`config.mk`:
```
export PLATFORM = sky130hd
export DESIGN_NAME = interlock_timer_flat
export DESIGN_NICKNAME = d
export VERILOG_FILES = /design/src/rtl/interlock_timer_pkg.sv /design/src/rtl/interlock_timer_if.sv /design/src/rtl/interlock_timer_tick_prescaler.sv /design/src/rtl/interlock_timer.sv /design/src/flat_wrapper.sv
export SDC_FILE = /design/constraint.sdc
export NUM_CORES = 1
export LEC_CHECK = 0
export ABC_AREA = 1
export BUFFER_PORTS_ARGS = -buffer_cell sky130_fd_sc_hd__buf_2
export CAP_MARGIN = 20
export CORE_UTILIZATION = 55
export DETAILED_ROUTE_END_ITERATION = 8
export GPL_TIMING_DRIVEN = 0
export HOLD_SLACK_MARGIN = 0.05
export PLACE_DENSITY = 0.74
export SLEW_MARGIN = 20
export SYNTH_ARGS = -nofsm -noshare
export SYNTH_HDL_FRONTEND = slang
export SYNTH_SLANG_ARGS = --single-unit
```
`constraint.sdc`:
```
create_clock -name clk -period 1.9 [get_ports clk]
set_input_delay 0.285 -clock clk [delete_from_list [all_inputs] [get_ports clk]]
set_output_delay 0.285 -clock clk [all_outputs]
set_load 0.01 [all_outputs]
```
`src/rtl/interlock_timer_pkg.sv`:
```
// Shared types and default timing constants for the interlock timer stage.
package interlock_pkg;

    typedef enum logic [2:0] {
        IDLE  = 3'd0,
        FILL  = 3'd1,
        DRAIN = 3'd2,
        WAIT  = 3'd3,
        DONE  = 3'd4
    } timer_state_t;

    localparam int unsigned DEF_TICK_DIV   = 50000000;
    localparam int unsigned DEF_FILL_SECS  = 7;
    localparam int unsigned DEF_DRAIN_SECS = 8;
    localparam int unsigned DEF_WAIT_SECS  = 5;
    localparam int unsigned DEF_CNT_W      = 8;

endpackage

```
`src/rtl/interlock_timer_if.sv`:
```
// Request/finished handshake between the interlock controller (master) and the timer (slave).
interface interlock_timer_if #(
    parameter int unsigned CNT_W = 8
);
  logic             filling;
  logic             draining;
  logic             waiting;
  logic             fillFinished;
  logic             drainFinished;
  logic             waitFinished;
  logic             pressureHigh;
  logic [CNT_W-1:0] secondsLeft;
  logic             busy;

  modport master (
    output filling, draining, waiting,
    input  fillFinished, drainFinished, waitFinished, pressureHigh, secondsLeft, busy
  );

  modport slave (
    input  filling, draining, waiting,
    output fillFinished, drainFinished, waitFinished, pressureHigh, secondsLeft, busy
  );
endinterface

```
`src/rtl/interlock_timer_tick_prescaler.sv`:
```
// Divides clk down to a one-cycle tick every DIV enabled cycles; clear holds the count at zero.
module tick_prescaler #(
    parameter int unsigned DIV = 4
) (
  input  logic clk,
  input  logic nReset,
  input  logic clear,
  input  logic enable,
  output logic tick
);
  localparam int unsigned W = (DIV > 1) ? $clog2(DIV) : 1;
  localparam logic [W-1:0] LAST = W'(DIV - 1);

  logic [W-1:0] count;

  // Free-running modulo-DIV count while enabled.
  always_ff @(posedge clk) begin
    if (nReset) begin
      count <= '0;
    end else if (clear) begin
      count <= '0;
    end else if (enable) begin
      if (count == LAST) begin
        count <= '0;
      end else begin
        count <= count + W'(1);
      end
    end else begin
      count <= count;
    end
  end

  // Decode of the registered count, so the tick lines up with the last cycle of each period.
  assign tick = enable && !clear && (count == LAST);
endmodule

```
`src/rtl/interlock_timer.sv`:
```
// Seconds-countdown and chamber-pressure stage behind the interlock controller.
// Optional macro TIMER_FAST_SIM_EN: prescaler divide forced to 1 (one tick per clk).
module interlock_timer
  import interlock_pkg::*;
#(
    parameter int unsigned TICK_DIV   = DEF_TICK_DIV,
    parameter int unsigned FILL_SECS  = DEF_FILL_SECS,
    parameter int unsigned DRAIN_SECS = DEF_DRAIN_SECS,
    parameter int unsigned WAIT_SECS  = DEF_WAIT_SECS,
    parameter int unsigned CNT_W      = DEF_CNT_W
) (
  input  logic             clk,
  input  logic             nReset,
  interlock_timer_if.slave bus
);
`ifdef TIMER_FAST_SIM_EN
  localparam int unsigned EFF_DIV = 1;
`else
  localparam int unsigned EFF_DIV = TICK_DIV;
`endif

  localparam logic [CNT_W-1:0] FILL_CNT  = CNT_W'(FILL_SECS);
  localparam logic [CNT_W-1:0] DRAIN_CNT = CNT_W'(DRAIN_SECS);
  localparam logic [CNT_W-1:0] WAIT_CNT  = CNT_W'(WAIT_SECS);
  localparam logic [CNT_W-1:0] ONE_CNT   = CNT_W'(1);

  timer_state_t     state;
  timer_state_t     job;
  logic [CNT_W-1:0] count;
  logic             in_run;
  logic             active_req;
  logic             tick;

  assign in_run = (state == FILL) || (state == DRAIN) || (state == WAIT);

  // Request level belonging to the run currently owned by the timer.
  always_comb begin
    active_req = 1'b0;
    case (job)
      FILL:    active_req = bus.filling;
      DRAIN:   active_req = bus.draining;
      WAIT:    active_req = bus.waiting;
      default: active_req = 1'b0;
    endcase
  end

  tick_prescaler #(
    .DIV (EFF_DIV)
  ) u_prescaler (
    .clk    (clk),
    .nReset (nReset),
    .clear  (!in_run),
    .enable (in_run),
    .tick   (tick)
  );

  // Timer FSM with all outputs registered alongside the state.
  always_ff @(posedge clk) begin
    if (nReset) begin
      state             <= IDLE;
      job               <= IDLE;
      count             <= '0;
      bus.busy          <= 1'b0;
      bus.fillFinished  <= 1'b0;
      bus.drainFinished <= 1'b0;
      bus.waitFinished  <= 1'b0;
      bus.pressureHigh  <= 1'b0;
    end else begin
      case (state)
        IDLE: begin
          if (bus.draining) begin
            state    <= DRAIN;
            job      <= DRAIN;
            count    <= DRAIN_CNT;
            bus.busy <= 1'b1;
          end else if (bus.filling) begin
            state    <= FILL;
            job      <= FILL;
            count    <= FILL_CNT;
            bus.busy <= 1'b1;
          end else if (bus.waiting) begin
            state    <= WAIT;
            job      <= WAIT;
            count    <= WAIT_CNT;
            bus.busy <= 1'b1;
          end else begin
            state    <= IDLE;
            count    <= '0;
            bus.busy <= 1'b0;
          end
        end
        FILL, DRAIN, WAIT: begin
          // A dropped request wins over a completion landing on the same edge.
          if (!active_req) begin
            state    <= IDLE;
            count    <= '0;
            bus.busy <= 1'b0;
          end else if ((count == '0) || (tick && (count == ONE_CNT))) begin
            state    <= DONE;
            count    <= '0;
            bus.busy <= 1'b0;
            case (state)
              FILL: begin
                bus.fillFinished <= 1'b1;
                bus.pressureHigh <= 1'b1;
              end
              DRAIN: begin
                bus.drainFinished <= 1'b1;
                bus.pressureHigh  <= 1'b0;
              end
              default: bus.waitFinished <= 1'b1;
            endcase
          end else if (tick) begin
            count <= count - ONE_CNT;
          end else begin
            count <= count;
          end
        end
        DONE: begin
          if (!active_req) begin
            state             <= IDLE;
            bus.fillFinished  <= 1'b0;
            bus.drainFinished <= 1'b0;
            bus.waitFinished  <= 1'b0;
          end else begin
            state <= DONE;
          end
        end
        default: begin
          state             <= IDLE;
          count             <= '0;
          bus.busy          <= 1'b0;
          bus.fillFinished  <= 1'b0;
          bus.drainFinished <= 1'b0;
          bus.waitFinished  <= 1'b0;
        end
      endcase
    end
  end

  assign bus.secondsLeft = count;
endmodule

```
`src/flat_wrapper.sv`:
```
// flat-port wrapper written by rule: the top's interface ports become plain ports
module interlock_timer_flat import interlock_pkg::*;
#(
    parameter int unsigned TICK_DIV   = DEF_TICK_DIV,
    parameter int unsigned FILL_SECS  = DEF_FILL_SECS,
    parameter int unsigned DRAIN_SECS = DEF_DRAIN_SECS,
    parameter int unsigned WAIT_SECS  = DEF_WAIT_SECS,
    parameter int unsigned CNT_W      = DEF_CNT_W
)
  (clk, nReset, bus_filling, bus_draining, bus_waiting, bus_fillFinished, bus_drainFinished, bus_waitFinished, bus_pressureHigh, bus_secondsLeft, bus_busy);
  interlock_timer_if #(.CNT_W(CNT_W)) bus_i ();
  input  logic clk;
  input  logic nReset;
  input wire logic [$bits(bus_i.filling)-1:0] bus_filling;
  input wire logic [$bits(bus_i.draining)-1:0] bus_draining;
  input wire logic [$bits(bus_i.waiting)-1:0] bus_waiting;
  output wire logic [$bits(bus_i.fillFinished)-1:0] bus_fillFinished;
  output wire logic [$bits(bus_i.drainFinished)-1:0] bus_drainFinished;
  output wire logic [$bits(bus_i.waitFinished)-1:0] bus_waitFinished;
  output wire logic [$bits(bus_i.pressureHigh)-1:0] bus_pressureHigh;
  output wire logic [$bits(bus_i.secondsLeft)-1:0] bus_secondsLeft;
  output wire logic [$bits(bus_i.busy)-1:0] bus_busy;
  assign bus_i.filling = bus_filling;
  assign bus_i.draining = bus_draining;
  assign bus_i.waiting = bus_waiting;
  assign bus_fillFinished = bus_i.fillFinished;
  assign bus_drainFinished = bus_i.drainFinished;
  assign bus_waitFinished = bus_i.waitFinished;
  assign bus_pressureHigh = bus_i.pressureHigh;
  assign bus_secondsLeft = bus_i.secondsLeft;
  assign bus_busy = bus_i.busy;
  interlock_timer #(.TICK_DIV(TICK_DIV), .FILL_SECS(FILL_SECS), .DRAIN_SECS(DRAIN_SECS), .WAIT_SECS(WAIT_SECS), .CNT_W(CNT_W)) u_core (.clk(clk), .nReset(nReset), .bus(bus_i));
endmodule
```
==> report_table.html <==
<table>
<tr><th>Metric</th><th>Value</th></tr>
<tr><th colspan="2">Critical path</th></tr>
<tr><td>Type of origin of the critical path</td><td>register</td></tr>
<tr><td>Type of the setup path with the least slack</td><td>reg -&gt; reg</td></tr>
<tr><td>Crit path required time</td><td>around 2100 ps</td></tr>
<tr><td>Worst endpoint data arrival time</td><td>1940 ps</td></tr>
<tr><td>Maximum fanout encountered on the critical timing path</td><td>4</td></tr>
<tr><td>Sort of element at the end of the critical path</td><td>register</td></tr>
<tr><th colspan="2">Synth</th></tr>
<tr><td>Biggest area consumer among synthesized cells</td><td>dfxtp_1</td></tr>
<tr><td>Xor/xnor cell area share of the yosys netlist</td><td>0.0398</td></tr>
<tr><td>Flops &amp; latches, synth</td><td>44</td></tr>
<tr><td>Leading cell type by number of instances after synthesis</td><td>nand2_1</td></tr>
<tr><td>Adder-cell area share of the yosys netlist</td><td>0.0207</td></tr>
<tr><td>Area share of the largest cell type after synthesis</td><td>0.364</td></tr>
<tr><td>Top flip-flop cell by instance count after synthesis</td><td>dfxtp_1</td></tr>
<tr><td>Simple-gate share of the synthesized area</td><td>0.366</td></tr>
<tr><td>Fraction of the mapped netlist area in compound gates</td><td>0.115</td></tr>
<tr><td>Fraction of the yosys area taken by sequential cells</td><td>0.364</td></tr>
<tr><td>Largest family of logic cells by synthesized area</td><td>simple AND/OR/NAND/NOR gates</td></tr>
<tr><td>Share of synthesized area spent on multiplexers</td><td>0</td></tr>
<tr><td>Post-synthesis area per instance</td><td>around 7.1 sq um</td></tr>
<tr><td>Async set-reset flop share out of synthesis</td><td>0</td></tr>
<tr><td>Syn nets</td><td>~350</td></tr>
<tr><td>Mapped Cells</td><td>342</td></tr>
<tr><td>Number of synthesis warnings</td><td>0</td></tr>
<tr><td>Most common library cells after synthesis</td><td>nand2_1 (79), dfxtp_1 (44), inv_1 (43)</td></tr>
<tr><td>Synth cell types</td><td>36</td></tr>
<tr><td>Post-synthesis instance area</td><td>around 2400 sq um</td></tr>
<tr><td>Largest cells by area after synthesis</td><td>dfxtp_1 (36%), nand2_1 (12%), a21oi_1 (6.8%)</td></tr>
<tr><td>Number of enable flip-flop cells after synthesis</td><td>0</td></tr>
<tr><th colspan="2">GRT</th></tr>
<tr><td>Number of global-route vias before repair</td><td>between 1500 and 2000</td></tr>
<tr><td>Maximum number of pins on one net before global-route repair</td><td>13</td></tr>
<tr><td>Sum of overflow across all layers after global routing</td><td>0</td></tr>
<tr><td>First-pass GRT wire length</td><td>8230 microns</td></tr>
<tr><td>Global routing usage summed across all routing layers</td><td>0.241</td></tr>
<tr><td>Number of antenna violations at the first check in global routing</td><td>0</td></tr>
<tr><th colspan="2">Drt</th></tr>
<tr><td>Met2 wirelength from detailed routing</td><td>2130 microns</td></tr>
<tr><td>DRC violations left</td><td>0</td></tr>
<tr><td>First-pass iteration count of the detailed router</td><td>4</td></tr>
<tr><td>Wire per inst</td><td>approximately 12 microns</td></tr>
<tr><td>Post-Route M1 WL</td><td>2570 microns</td></tr>
<tr><td>Initial detailed-routing violation count</td><td>133</td></tr>
<tr><td>Final wirelength</td><td>4910 microns</td></tr>
<tr><td>Top metal layer carrying routed signals</td><td>met4</td></tr>
<tr><td>Via density</td><td>5.08</td></tr>
<tr><td>DRT antenna net count</td><td>0</td></tr>
<tr><td>Routed wire length on met3</td><td>151 microns</td></tr>
<tr><td>Routed vias</td><td>2124</td></tr>
<tr><th colspan="2">Floorplanning</th></tr>
<tr><td>Number of core rows</td><td>23</td></tr>
<tr><td>Height of the chip</td><td>68.3 microns</td></tr>
<tr><td>Die Wd</td><td>68.3 microns</td></tr>
<tr><td>Die footprint</td><td>between 4000 and 5000 sq um</td></tr>
<tr><td>Placeable core region</td><td>4120 sq um</td></tr>
<tr><td>Boundary pin count</td><td>18</td></tr>
<tr><td>Starting utilization of the core area</td><td>0.588</td></tr>
<tr><th colspan="2">Clock network</th></tr>
<tr><td>Total CTS buffers</td><td>5</td></tr>
<tr><td>CTS tree</td><td>built</td></tr>
<tr><td>Hold_buf cts</td><td>0</td></tr>
<tr><td>Buffer cell driving the clock tree root</td><td>clkbuf_8</td></tr>
<tr><td>CTS H-Tree Depth</td><td>2</td></tr>
<tr><td>Maximum clock path buffer count</td><td>2</td></tr>
<tr><td>Insertion delay of the later-clocked pin in the worst-skew pair</td><td>300 ps</td></tr>
<tr><td>Number of clock sinks seen by CTS</td><td>44</td></tr>
<tr><td>Register clock-pin slew on the reported worst setup and hold paths</td><td>80 ps</td></tr>
<tr><th colspan="2">Power</th></tr>
<tr><td>P_int</td><td>0.00141 W</td></tr>
<tr><td>Worst vdd ir</td><td>0.499 mV</td></tr>
<tr><td>Seq pwr share</td><td>0.491</td></tr>
<tr><td>Net load switching power</td><td>0.000617 W</td></tr>
<tr><td>Fraction of power spent switching nets</td><td>0.305</td></tr>
<tr><td>Pwr Density</td><td>~760 nW/um^2</td></tr>
<tr><td>Logic gate share of total power</td><td>0.211</td></tr>
<tr><td>Leakage power total</td><td>1.12 nW</td></tr>
<tr><td>Clock group share of total power</td><td>0.298</td></tr>
<tr><th colspan="2">Layout</th></tr>
<tr><td>Number of fill cells in the layout</td><td>390</td></tr>
<tr><td>Layout area overhead</td><td>10.5%</td></tr>
<tr><td>Proportion of layout cells with a drive suffix above 1</td><td>0.185</td></tr>
<tr><td>Final Net Count</td><td>376</td></tr>
<tr><td>Antenna diode instance count</td><td>0</td></tr>
<tr><td>Summed area of non-filler cells in the final layout</td><td>2680 sq um</td></tr>
<tr><th colspan="2">Timing</th></tr>
<tr><td>Headroom to the max-slew limit</td><td>0.677</td></tr>
<tr><td>Fraction of the cycle the final worst path needs</td><td>0.921</td></tr>
<tr><td>Worst-case clock skew</td><td>9.78 ps</td></tr>
<tr><td>Final hold violation count</td><td>0</td></tr>
<tr><td>Fin. max-slew vios</td><td>0</td></tr>
<tr><td>Unrepaired setup endpoints after global routing</td><td>no</td></tr>
<tr><td>Total Negative Setup Slacks</td><td>0 ps</td></tr>
<tr><td>Slew of the pin with the lowest slew margin</td><td>a little under 500 ps</td></tr>
<tr><td>Fin crit period</td><td>1750 ps</td></tr>
<tr><td>Final setup vio count</td><td>0</td></tr>
<tr><td>Max frequency</td><td>0.571 GHz</td></tr>
<tr><th colspan="2">Placed design</th></tr>
<tr><td>Number of port buffers</td><td>16</td></tr>
<tr><td>Final weighted congestion of routability-driven global placement</td><td>about 0.89</td></tr>
<tr><td>Detail Placement HPWL</td><td>3760 microns</td></tr>
<tr><td>Area of placed instances</td><td>2560 sq um</td></tr>
<tr><th colspan="2">Status</th></tr>
<tr><td>Result of the run</td><td>completed</td></tr>
<tr><th colspan="2">Min path</th></tr>
<tr><td>HP Class</td><td>in -&gt; reg</td></tr>
<tr><th colspan="2">Job</th></tr>
<tr><td>Max-cap violations</td><td>0</td></tr>
</table>
-- power groups by stage --
stage / Sequential [W] / Combinational [W] / Clock (W)
finish: 0.000993 / 0.000427 / 0.000603
global route: 0.00100 / 0.000491 / 0.000652
CTS: 0.000992 / 0.000419 / 0.000622
detailed placement: 0.00101 / 0.000416 / 0
global placement: 0.00101 / 0.000411 / 0
floorplan: 0.00102 / 0.000311 / 0
-- metrics by stage --
step | instances | power [W] | worst slack (ps) | utilization | hold WS, ps
after floorplan | 342 | 0.00133 | 343 | - | 417
after global placement | 408 | 0.00142 | 83.0 | 0.623 | 431
after detailed placement | 408 | 0.00143 | 88.3 | 0.623 | 438
after CTS | 416 | 0.00203 | 61.6 | 0.645 | 219
after global routing | 418 | 0.00214 | 10.9 | 0.650 | 232
final | 418 | 0.00202 | 149 | 0.650 | 225
-- sequential cells by signal (all words and copies together), names as in the netlist --
| signal | count |
|---|---|
| u_core.bus.drainFinished | 1 |
| u_core.u_prescaler.count | 26 |
| u_core.bus.busy | 1 |
| u_core.bus.pressureHigh | 1 |
| u_core.bus.secondsLeft | 8 |
| u_core.job | 2 |
| u_core.bus.waitFinished | 1 |
| u_core.state | 3 |
| u_core.bus.fillFinished | 1 |
-- worst paths after layout --
check | startpoint | end | slack, ps | cells after the start
worst max register to register | u_core.u_prescaler.count[1] | u_core.u_prescaler.count[24] | 150 | 12
worst max-delay path | u_core.u_prescaler.count[1] | u_core.u_prescaler.count[24] | 150 | 12
worst min register to register | u_core.u_prescaler.count[0] | u_core.u_prescaler.count[0] | 420 | 1
worst min-delay path | nReset | u_core.bus.secondsLeft[0] | 230 | 2
-- layer usage --
layer | track usage | vias to the layer above
met2 | 0.380 | 30
li1 | - | 1142
met1 | 0.324 | 946
met3 | 0.0500 | 6
met5 | 0 | -
met4 | 0.0781 | 0
-- worst max-delay path, stage by stage (launching register included) --
cell	delay, ps
dfxtp_2	350
ha_2	190
nand2_2	70
nor2_4	120
inv_2	60
nor2_4	120
nand2_2	100
nor2_4	110
nand2_2	110
inv_2	90
nand3b_1	130
o21ai_1	140
a21oi_1	50
-- cell families after synthesis --
group                      Yosys count
adders and majority gates            4
and+or+nand+nor                    173
AOI/OAI and AO/OA                   52
buffers and inverters               58
DFF                                 44
xor gates and xnor gates            11
-- placed cells by master, fill, tap and decap left out, types with 3 or more instances in the layout --
master and n:
nand2_1 79, inv_1 43, dfxtp_1 42, nor2_1 34
a21oi_1 33, buf_2 16, nand4_1 13, inv_2 12
o21ai_0 10, xor2_1 10, nand3_1 9, nand2_2 7
clkbuf_8 6, nor3_1 5, nor2_2 4, nor2_4 3
buf_4 3, nand2_4 3, nor4_1 3, o21a_1 3
clkbuf_1 3, ha_1 3
-- final cells by class --
class                           count  area [sq um]  share of cell area
Buffer                              3          22.5             0.00842
Clock buffer                        8          90.1              0.0337
Inverter                           55           206              0.0771
Multi-Input combinational cell    240          1320               0.492
Sequential cell                    44           883               0.330
Tap cell                           50          62.6              0.0234
Timing Repair Buffer               18          95.1              0.0355
-- what timing repair did --
action                     4_1_cts  5_1_grt
resized for setup                0        5
setup endpoints to repair        0       28
buffers inserted                 0        2
hold endpoints to repair         0        0
Power figures use the tool's default switching activity.
